<file path="src/rtl/wh_output_port.sv">
// -----------------------------------------------------------------------------
// wh_output_port
//
// Router output-port controller, one instance per output port, sitting
// directly downstream of the round-robin arbiter. It presents head-flit
// requests to the arbiter, pulses the arbiter update strobe, captures the
// registered one-hot grant and then locks the winning input for a whole
// wormhole packet (head .. tail). Flits of the locked input are forwarded
// through a registered valid/ready output stage (1 cycle latency,
// 1 flit/cycle sustained).
//
// Flit type lives in bits [FLIT_WIDTH-1:FLIT_WIDTH-2]:
//    00 head, 01 body, 10 tail, 11 head+tail (single-flit packet)
//
// Ports:
//    clk           clock
//    arst_n        asynchronous active-low reset
//    in_valid_i    per-input flit valid
//    in_flit_i     per-input flit, input i at [i*FLIT_WIDTH +: FLIT_WIDTH]
//    in_ready_o    per-input ready (only the locked input can be ready)
//    arb_req_o     head-flit request vector to the arbiter
//    arb_update_o  arbiter update strobe (one cycle, from IDLE)
//    arb_grant_i   registered one-hot grant from the arbiter
//    out_valid_o   registered output valid
//    out_flit_o    registered output flit
//    out_ready_i   downstream ready
//    err_o         sticky protocol error
//
// Build option:
//    WH_OUT_CHECK_EN  when defined, err_o flags a head / head+tail flit
//                     transferred after the packet head while locked, and a
//                     non-one-hot grant in GRANT. When undefined, err_o is
//                     tied low and no check logic exists.
// -----------------------------------------------------------------------------
module wh_output_port #(
   parameter int N_OF_INPUTS = 4,
   parameter int FLIT_WIDTH  = 34
) (
   input  logic                              clk,
   input  logic                              arst_n,
   input  logic [N_OF_INPUTS-1:0]            in_valid_i,
   input  logic [N_OF_INPUTS*FLIT_WIDTH-1:0] in_flit_i,
   output logic [N_OF_INPUTS-1:0]            in_ready_o,
   output logic [N_OF_INPUTS-1:0]            arb_req_o,
   output logic                              arb_update_o,
   input  logic [N_OF_INPUTS-1:0]            arb_grant_i,
   output logic                              out_valid_o,
   output logic [FLIT_WIDTH-1:0]             out_flit_o,
   input  logic                              out_ready_i,
   output logic                              err_o
);

   typedef enum logic [1:0] {
      ST_IDLE   = 2'd0,
      ST_GRANT  = 2'd1,
      ST_LOCKED = 2'd2
   } state_t;

   // Body (2'b01) needs no decode: it is neither a packet start nor an end.
   localparam logic [1:0] TYPE_HEAD = 2'b00;
   localparam logic [1:0] TYPE_TAIL = 2'b10;
   localparam logic [1:0] TYPE_HT   = 2'b11;

   function automatic logic is_head(input logic [1:0] t);
      return (t == TYPE_HEAD) || (t == TYPE_HT);
   endfunction

   function automatic logic is_tail(input logic [1:0] t);
      return (t == TYPE_TAIL) || (t == TYPE_HT);
   endfunction

   state_t                   state_q, state_d;
   logic [N_OF_INPUTS-1:0]   lock_q, lock_d;
   logic                     out_valid_q, out_valid_d;
   logic [FLIT_WIDTH-1:0]    out_flit_q, out_flit_d;

   logic [FLIT_WIDTH-1:0]    sel_flit_s;
   logic [1:0]               sel_type_s;
   logic                     xfer_s;
   logic                     out_free_s;

   // Head-flit requests: any valid head or head+tail flit asks for arbitration.
   always_comb begin
      arb_req_o = '0;
      for (int i = 0; i < N_OF_INPUTS; i++) begin
         arb_req_o[i] = in_valid_i[i] &&
                        is_head(in_flit_i[i*FLIT_WIDTH + FLIT_WIDTH - 2 +: 2]);
      end
   end

   // Output stage can accept a new flit when empty or being drained this cycle.
   assign out_free_s = !out_valid_q || out_ready_i;

   // Flit mux: AND-OR over the lock vector so no priority logic is needed.
   always_comb begin
      sel_flit_s = '0;
      for (int i = 0; i < N_OF_INPUTS; i++) begin
         sel_flit_s = sel_flit_s |
                      ({FLIT_WIDTH{lock_q[i]}} & in_flit_i[i*FLIT_WIDTH +: FLIT_WIDTH]);
      end
   end

   assign sel_type_s = sel_flit_s[FLIT_WIDTH-1 -: 2];
   assign xfer_s     = |(in_valid_i & in_ready_o);

   // State and lock vector register.
   always_ff @(posedge clk or negedge arst_n) begin
      if (!arst_n) begin
         state_q <= ST_IDLE;
         lock_q  <= '0;
      end else begin
         state_q <= state_d;
         lock_q  <= lock_d;
      end
   end

   // Next-state logic; the lock vector only changes on leaving GRANT or on a tail.
   always_comb begin
      state_d = state_q;
      lock_d  = lock_q;
      case (state_q)
         ST_IDLE: begin
            if (|arb_req_o) begin
               state_d = ST_GRANT;
            end else begin
               state_d = ST_IDLE;
            end
         end
         ST_GRANT: begin
            // Zero grant means every request was withdrawn: re-arbitrate.
            if (|arb_grant_i) begin
               lock_d  = arb_grant_i;
               state_d = ST_LOCKED;
            end else begin
               lock_d  = '0;
               state_d = ST_IDLE;
            end
         end
         ST_LOCKED: begin
            if (xfer_s && is_tail(sel_type_s)) begin
               lock_d  = '0;
               state_d = ST_IDLE;
            end else begin
               lock_d  = lock_q;
               state_d = ST_LOCKED;
            end
         end
         default: begin
            lock_d  = '0;
            state_d = ST_IDLE;
         end
      endcase
   end

   // FSM outputs: update strobe from IDLE, readiness only for the locked input.
   always_comb begin
      arb_update_o = 1'b0;
      in_ready_o   = '0;
      case (state_q)
         ST_IDLE: begin
            arb_update_o = |arb_req_o;
            in_ready_o   = '0;
         end
         ST_GRANT: begin
            arb_update_o = 1'b0;
            in_ready_o   = '0;
         end
         ST_LOCKED: begin
            arb_update_o = 1'b0;
            in_ready_o   = lock_q & {N_OF_INPUTS{out_free_s}};
         end
         default: begin
            arb_update_o = 1'b0;
            in_ready_o   = '0;
         end
      endcase
   end

   // Output register next values: load on transfer, drop valid once drained.
   always_comb begin
      out_valid_d = out_valid_q;
      out_flit_d  = out_flit_q;
      if (xfer_s) begin
         out_valid_d = 1'b1;
         out_flit_d  = sel_flit_s;
      end else if (out_valid_q && out_ready_i) begin
         out_valid_d = 1'b0;
         out_flit_d  = out_flit_q;
      end else begin
         out_valid_d = out_valid_q;
         out_flit_d  = out_flit_q;
      end
   end

   // Output register.
   always_ff @(posedge clk or negedge arst_n) begin
      if (!arst_n) begin
         out_valid_q <= 1'b0;
         out_flit_q  <= '0;
      end else begin
         out_valid_q <= out_valid_d;
         out_flit_q  <= out_flit_d;
      end
   end

   assign out_valid_o = out_valid_q;
   assign out_flit_o  = out_flit_q;

`ifdef WH_OUT_CHECK_EN
   logic head_seen_q, head_seen_d;
   logic err_q, err_d;

   function automatic logic is_onehot(input logic [N_OF_INPUTS-1:0] g);
      return (g != '0) &&
             ((g & (g - {{(N_OF_INPUTS-1){1'b0}}, 1'b1})) == '0);
   endfunction

   // Protocol checks; head_seen marks that the packet head already went out,
   // so a later head-type flit in the same lock is a framing error.
   always_comb begin
      head_seen_d = head_seen_q;
      err_d       = err_q;
      if (state_q == ST_LOCKED) begin
         if (xfer_s) begin
            if (head_seen_q && is_head(sel_type_s)) begin
               err_d = 1'b1;
            end else begin
               err_d = err_q;
            end
            if (is_tail(sel_type_s)) begin
               head_seen_d = 1'b0;
            end else begin
               head_seen_d = 1'b1;
            end
         end else begin
            head_seen_d = head_seen_q;
         end
      end else if (state_q == ST_GRANT) begin
         head_seen_d = 1'b0;
         if ((|arb_grant_i) && !is_onehot(arb_grant_i)) begin
            err_d = 1'b1;
         end else begin
            err_d = err_q;
         end
      end else begin
         head_seen_d = 1'b0;
      end
   end

   // Sticky error and head tracking registers.
   always_ff @(posedge clk or negedge arst_n) begin
      if (!arst_n) begin
         head_seen_q <= 1'b0;
         err_q       <= 1'b0;
      end else begin
         head_seen_q <= head_seen_d;
         err_q       <= err_d;
      end
   end

   assign err_o = err_q;
`else
   assign err_o = 1'b0;
`endif

endmodule
</file>
<file path="config.mk">
export PLATFORM = sky130hd
export DESIGN_NAME = wh_output_port
export DESIGN_NICKNAME = d
export VERILOG_FILES = /design/src/rtl/wh_output_port.sv
export SDC_FILE = /design/constraint.sdc
export NUM_CORES = 1
export LEC_CHECK = 0
export CAP_MARGIN = 20
export CORE_MARGIN = 2
export CORE_UTILIZATION = 36
export DETAILED_ROUTE_END_ITERATION = 10
export PLACE_DENSITY = 0.84
export SLEW_MARGIN = 10
export SYNTH_ARGS = -nofsm -noshare
export SYNTH_HDL_FRONTEND = slang
export SYNTH_SLANG_ARGS = --single-unit
export TNS_END_PERCENT = 30
</file>
<file path="constraint.sdc">
create_clock -name clk -period 3.2 [get_ports clk]
set_input_delay 0.32 -clock clk [delete_from_list [all_inputs] [get_ports clk]]
set_output_delay 0.32 -clock clk [all_outputs]
set_load 0.02 [all_outputs]
</file>
# Yosys cells after proc, flatten, opt, wreduce, memory -nomap -nowiden
# Cells that the tools add are included.
# classes
eq_ne	9
n_mux	11
bitwise_logic	10
n_reduce_logical	23
# op_table
op	n
AND 34 bit	4
bitwise OR 34 bit	3
equality test 2 bit, second input constant	7
2-to-1 mux 4 bit	3
one-hot mux 4 bit (3 select lines)	1
OR reduction 4 bit	3
logical NOT 2 bit	5
AND 4 bit	2
logical AND 1 bit	6
logical OR 1 bit	6
one-hot mux 2 bit (3 select lines)	1
2-to-1 mux 1 bit	4
2-to-1 mux 2 bit	2
equality test 2 x 1 -> 1 bit, second input constant	1
!= test 2 bit, second input constant	1
AND reduction 2 bit	1
nonzero test 2 bit	1
logical NOT 1 bit	1
NOT 1 bit	1
# word_totals
reg_bits	41
inputBits	147
elab_cells	57

# Depth between registers and ports, before layout
# logic_depth
ltp_word	9
mapped_depth	5
depth_no_buf	3

# Worst setup path after synthesis
# Ideal clock, no wire load.
# synth_path
kind	reg2reg
from	reg out_valid_q, in the netlist out_valid_o
to	reg out_flit_q[22], in the netlist out_flit_o[22]
setup_ps	128
arrival_time_ps	1427
required_ps	3072
setup_slack_ps	1645
path_stages_with_launch	5
path_cell_list	dfrtp_1 > nor2b_1 > a211oi_2 > buf_2 > mux2_1
# synth_between
elab_chain_len	6
# synth_rtl
element	line	text
from (decl)	74	logic out_valid_q, out_valid_d;
from (signal assigned)	201	out_valid_q <= out_valid_d;
logical NOT 1 bit	92	assign out_free_s = !out_valid_q || out_ready_i;
logical OR 1 bit	92	
AND 4 bit	170	in_ready_o = lock_q & {N_OF_INPUTS{out_free_s}};
2-to-1 mux 4 bit	159	case (state_q)
AND 4 bit	104	assign xfer_s = |(in_valid_i & in_ready_o);
OR reduction 4 bit	104	
to (signal assigned)	202	out_flit_q <= out_flit_d;
to (decl)	75	logic [FLIT_WIDTH-1:0] out_flit_q, out_flit_d;
# Every way passes these cells.
# A chain may end at the register's enable or synchronous reset.

# Worst setup path in the final report
# layout_path
from	in in_flit_i[33]
to	out arb_update_o
# layout_between
elab_chain_len	5
word_cells_on_any_way	6
cone_classes	1 x eq/ne; 1 x mux; 4 x reduce/logical
# layout_rtl
element	line	text
from (decl)	42	input logic [N_OF_INPUTS*FLIT_WIDTH-1:0] in_flit_i,
equality test 2 bit or logical NOT 2 bit (tied branches)	65	return (t == TYPE_HEAD) || (t == TYPE_HT);
logical OR 1 bit *	65	
logical AND 1 bit *	86	arb_req_o[i] = in_valid_i[i] &&
OR reduction 4 bit *	161	arb_update_o = |arb_req_o;
2-to-1 mux 1 bit *	159	
to (decl)	45	output logic arb_update_o,
# Every way passes the cells marked *; elsewhere a longest branch is shown, timed or not.

==> flow_summary.json <==
{
  "cts_setup_buffers": 0,
  "design_area_um2": 4425,
  "final.setup.tns_ns": 0,
  "grt_max_degree": 42,
  "syn_inst": 237,
  "busiest_layer": "met2",
  "coreArea_um2": 6422,
  "syn_area_um2": 2405,
  "first_pass_iters": 8,
  "cts.sinks": 41,
  "clockBufferDepth": 2,
  "die_x_um": 85.73,
  "instances_no_fill": 494,
  "cp_max_fo": 2,
  "numCtsBuffers": 5,
  "htree_levels": 2,
  "dpl.hpwl_mm": 6.144,
  "grtUsageMet1_pct": 24.08,
  "placed_area_um2": 4339,
  "cts.clk_slew.worst_paths_ns": 0.07,
  "skew_ns": 0.005014,
  "met3_usage_pct": 5.390,
  "start_kind": "input port",
  "root_buffer": "clkbuf_8",
  "cpMaxStageDelayCell": "clkdlybuf4s50_1",
  "drt-initial-drc-count": 83,
  "seq_area_frac_synth_pct": 42.66,
  "placed_cells": 487,
  "synthXorXnorAreaFrac_pct": 1.457,
  "synth_top_family_by_area": "compound AO/OA/AOI/OAI gates",
  "num_vias": 2593,
  "rows": 29,
  "antenna_left": 0,
  "fin_ws_ns": 0.7959,
  "multiInputGateArea_um2": 1282,
  "slowest_delay_ns": 0.55,
  "gp_congestion": 0.7481,
  "synth_simple_gate_area_share_pct": 9.677,
  "cp_top_family": "buffers and inverters",
  "yosys_warnings": 0,
  "cap_violations": 0,
  "critPathCaptureType": "primary output",
  "met2_usage_pct": 42.33,
  "syn_nets": 384,
  "setup_violations": 0,
  "critPathArrivalTime_ns": 2.08,
  "grt_pass1_wl_mm": 12.97,
  "avgRoutedWirePerCell_um": 16.68,
  "required_ns": 2.88,
  "report.final.slew_viol_count": 0,
  "post-route-drc-count": 14,
  "die_h_um": 85.73,
  "fmax_ghz": 0.4160,
  "p_per_area_nw_per_um2": 808.5,
  "critPathKind": "in -> out",
  "postSynthRegisterBits": 41,
  "synth-adder-area-share_pct": 0,
  "leakagePower_nw": 1.765,
  "fill_cells": 515,
  "nets": 564,
  "start_util_pct": 37.44,
  "grt_overflow_total": 0,
  "post-route-util_pct": 68.91,
  "ir_drop_v": 0.0004009,
  "io_buffers": 190,
  "path_buf_inv": 2,
  "grt_usage_pct": 22.12,
  "crit_path_cell_trace": "clkdlybuf4s50_1 > xnor2_1 > and2_1 > o41a_1 > clkdlybuf4s50_1",
  "avgSynthCellArea_um2": 10.15,
  "hold_viol": 0,
  "synth.distinct_cells": 20,
  "ctsHoldBuffers": 0,
  "post-route-min-period_ns": 2.404,
  "cts.repair.resized": 0,
  "antenna_found_initial": 0,
  "relSlewSlack_pct": 40.53,
  "whs_ns": 0.1560,
  "regArea_um2": 1026,
  "area_delta_synth_final_pct": 84.03,
  "worst_slew_pin_slew_ns": 0.8920,
  "p_total_mw": 3.578,
  "layout-drive-gt1-share_pct": 3.357,
  "antenna_cells": 0,
  "die-area_um2": 7350,
  "ios": 192,
  "worst_path_most_repeated_cell": "clkdlybuf4s50_1",
  "insertion_delay_ns": 0.28,
  "routed_wl_mm": 8.241,
  "rsz0062_at_grt": "no",
  "synth-compound-area-share_pct": 25.81,
  "dp_slack_ns": 0.8112,
  "fin_crit_sh_pct": 75.13,
  "cts_tree": "yes",
  "violations": "design-rule violations",
  "hold_class": "in -> async",
  "routed_via_density": 5.249,
  "synthMuxAreaShare_pct": 15.92,
  "grt_pass1_vias": 2733,
  "outcome": "complete, but fails checks"
}
## area by class of cell
| cell class | instances | share of cell area [%] |
|---|---|---|
| clock buffers | 7 | 1.951 |
| well taps | 77 | 2.177 |
| repair buffers | 195 | 43.71 |
| flip-flops and latches | 41 | 23.18 |
| multi-input cells | 174 | 28.98 |
## power by group
part	leakage, nW	internal [mW]	switching (mW)	total (mW)
clock network	0.0443	0.171	0.160	0.331
logic	1.24	1.11	1.12	2.24
registers	0.478	0.792	0.216	1.01
## synth_stat cells
cell       n  area share (%)
o41a_1     2            0.94
a22oi_1   70              22
dfrtp_1   41              43
buf_4      4             1.2
and2_1     8             2.1
conb_1     1            0.16
a21oi_1    5             1.0
nand2_1   35             5.5
buf_2      5             1.0
nor2b_1    1            0.26
buf_1      9             1.4
clkbuf_1   4            0.62
nor2_1     2            0.31
mux2_1    34              16
or2_2      1            0.26
o21ai_0    1            0.21
a211oi_2   1            0.52
nand2b_1   5             1.3
xnor2_1    4             1.5
o211ai_1   4             1.2
## cells by family (layout without fill, tap and decap cells)
family                    count (synthesis)  in the layout
AOI/OAI and AO/OA                        83             83
xor gates and xnor gates                  4              4
buffers and inverters                    22            202
DFF                                      41             41
muxes                                    34             34
other                                     1              1
and+or+nand+nor                          52             52
## final timing paths
kind	cells after the start	slack [ns]	end	from
hold reg to reg	1	0.49	out_flit_o[27]	out_flit_o[27]
setup reg to reg	4	0.83	out_flit_o[19]	lock_q[0]
setup / recovery	5	0.80	arb_update_o	in_flit_i[33]
min in group clk	1	0.49	out_flit_o[27]	out_flit_o[27]
max in group asynchronous	1	2.49	out_flit_o[30]	arst_n
hold / removal	1	0.16	out_flit_o[23]	arst_n
## state kept, by name, indices dropped and copies added (netlist names)
signal	cells
lock_q	4
out_flit_o	34
state_q	2
out_valid_o	1
## worst register-to-register path, stage by stage, from the launching register on
cell and delay (ns):
dfrtp_1 0.85, a22oi_1 0.26, a211oi_4 0.28, buf_4 0.47, mux2_1 0.39
## cells in the final DEF, fill, tap and decap left out, drive strengths merged, types with 2 or more instances in the layout
cell | Yosys | layout
a21oi | 5 | 5
a22oi | 70 | 70
and2 | 8 | 8
buf | 18 | 6
clkbuf | 4 | 7
clkdlybuf4s50 | 0 | 189
dfrtp | 41 | 41
mux2 | 34 | 34
nand2 | 35 | 35
nand2b | 5 | 5
nor2 | 2 | 2
o211ai | 4 | 4
o41a | 2 | 2
xnor2 | 4 | 4
## layer usage
layer  part of all wire, %  up-vias
li1                      -     1247
met1                    39     1225
met2                    53      114
met3                   7.9        7
met4                  0.98        0
met5                     0        -
Note: power is estimated with default switching activity, not from simulation.
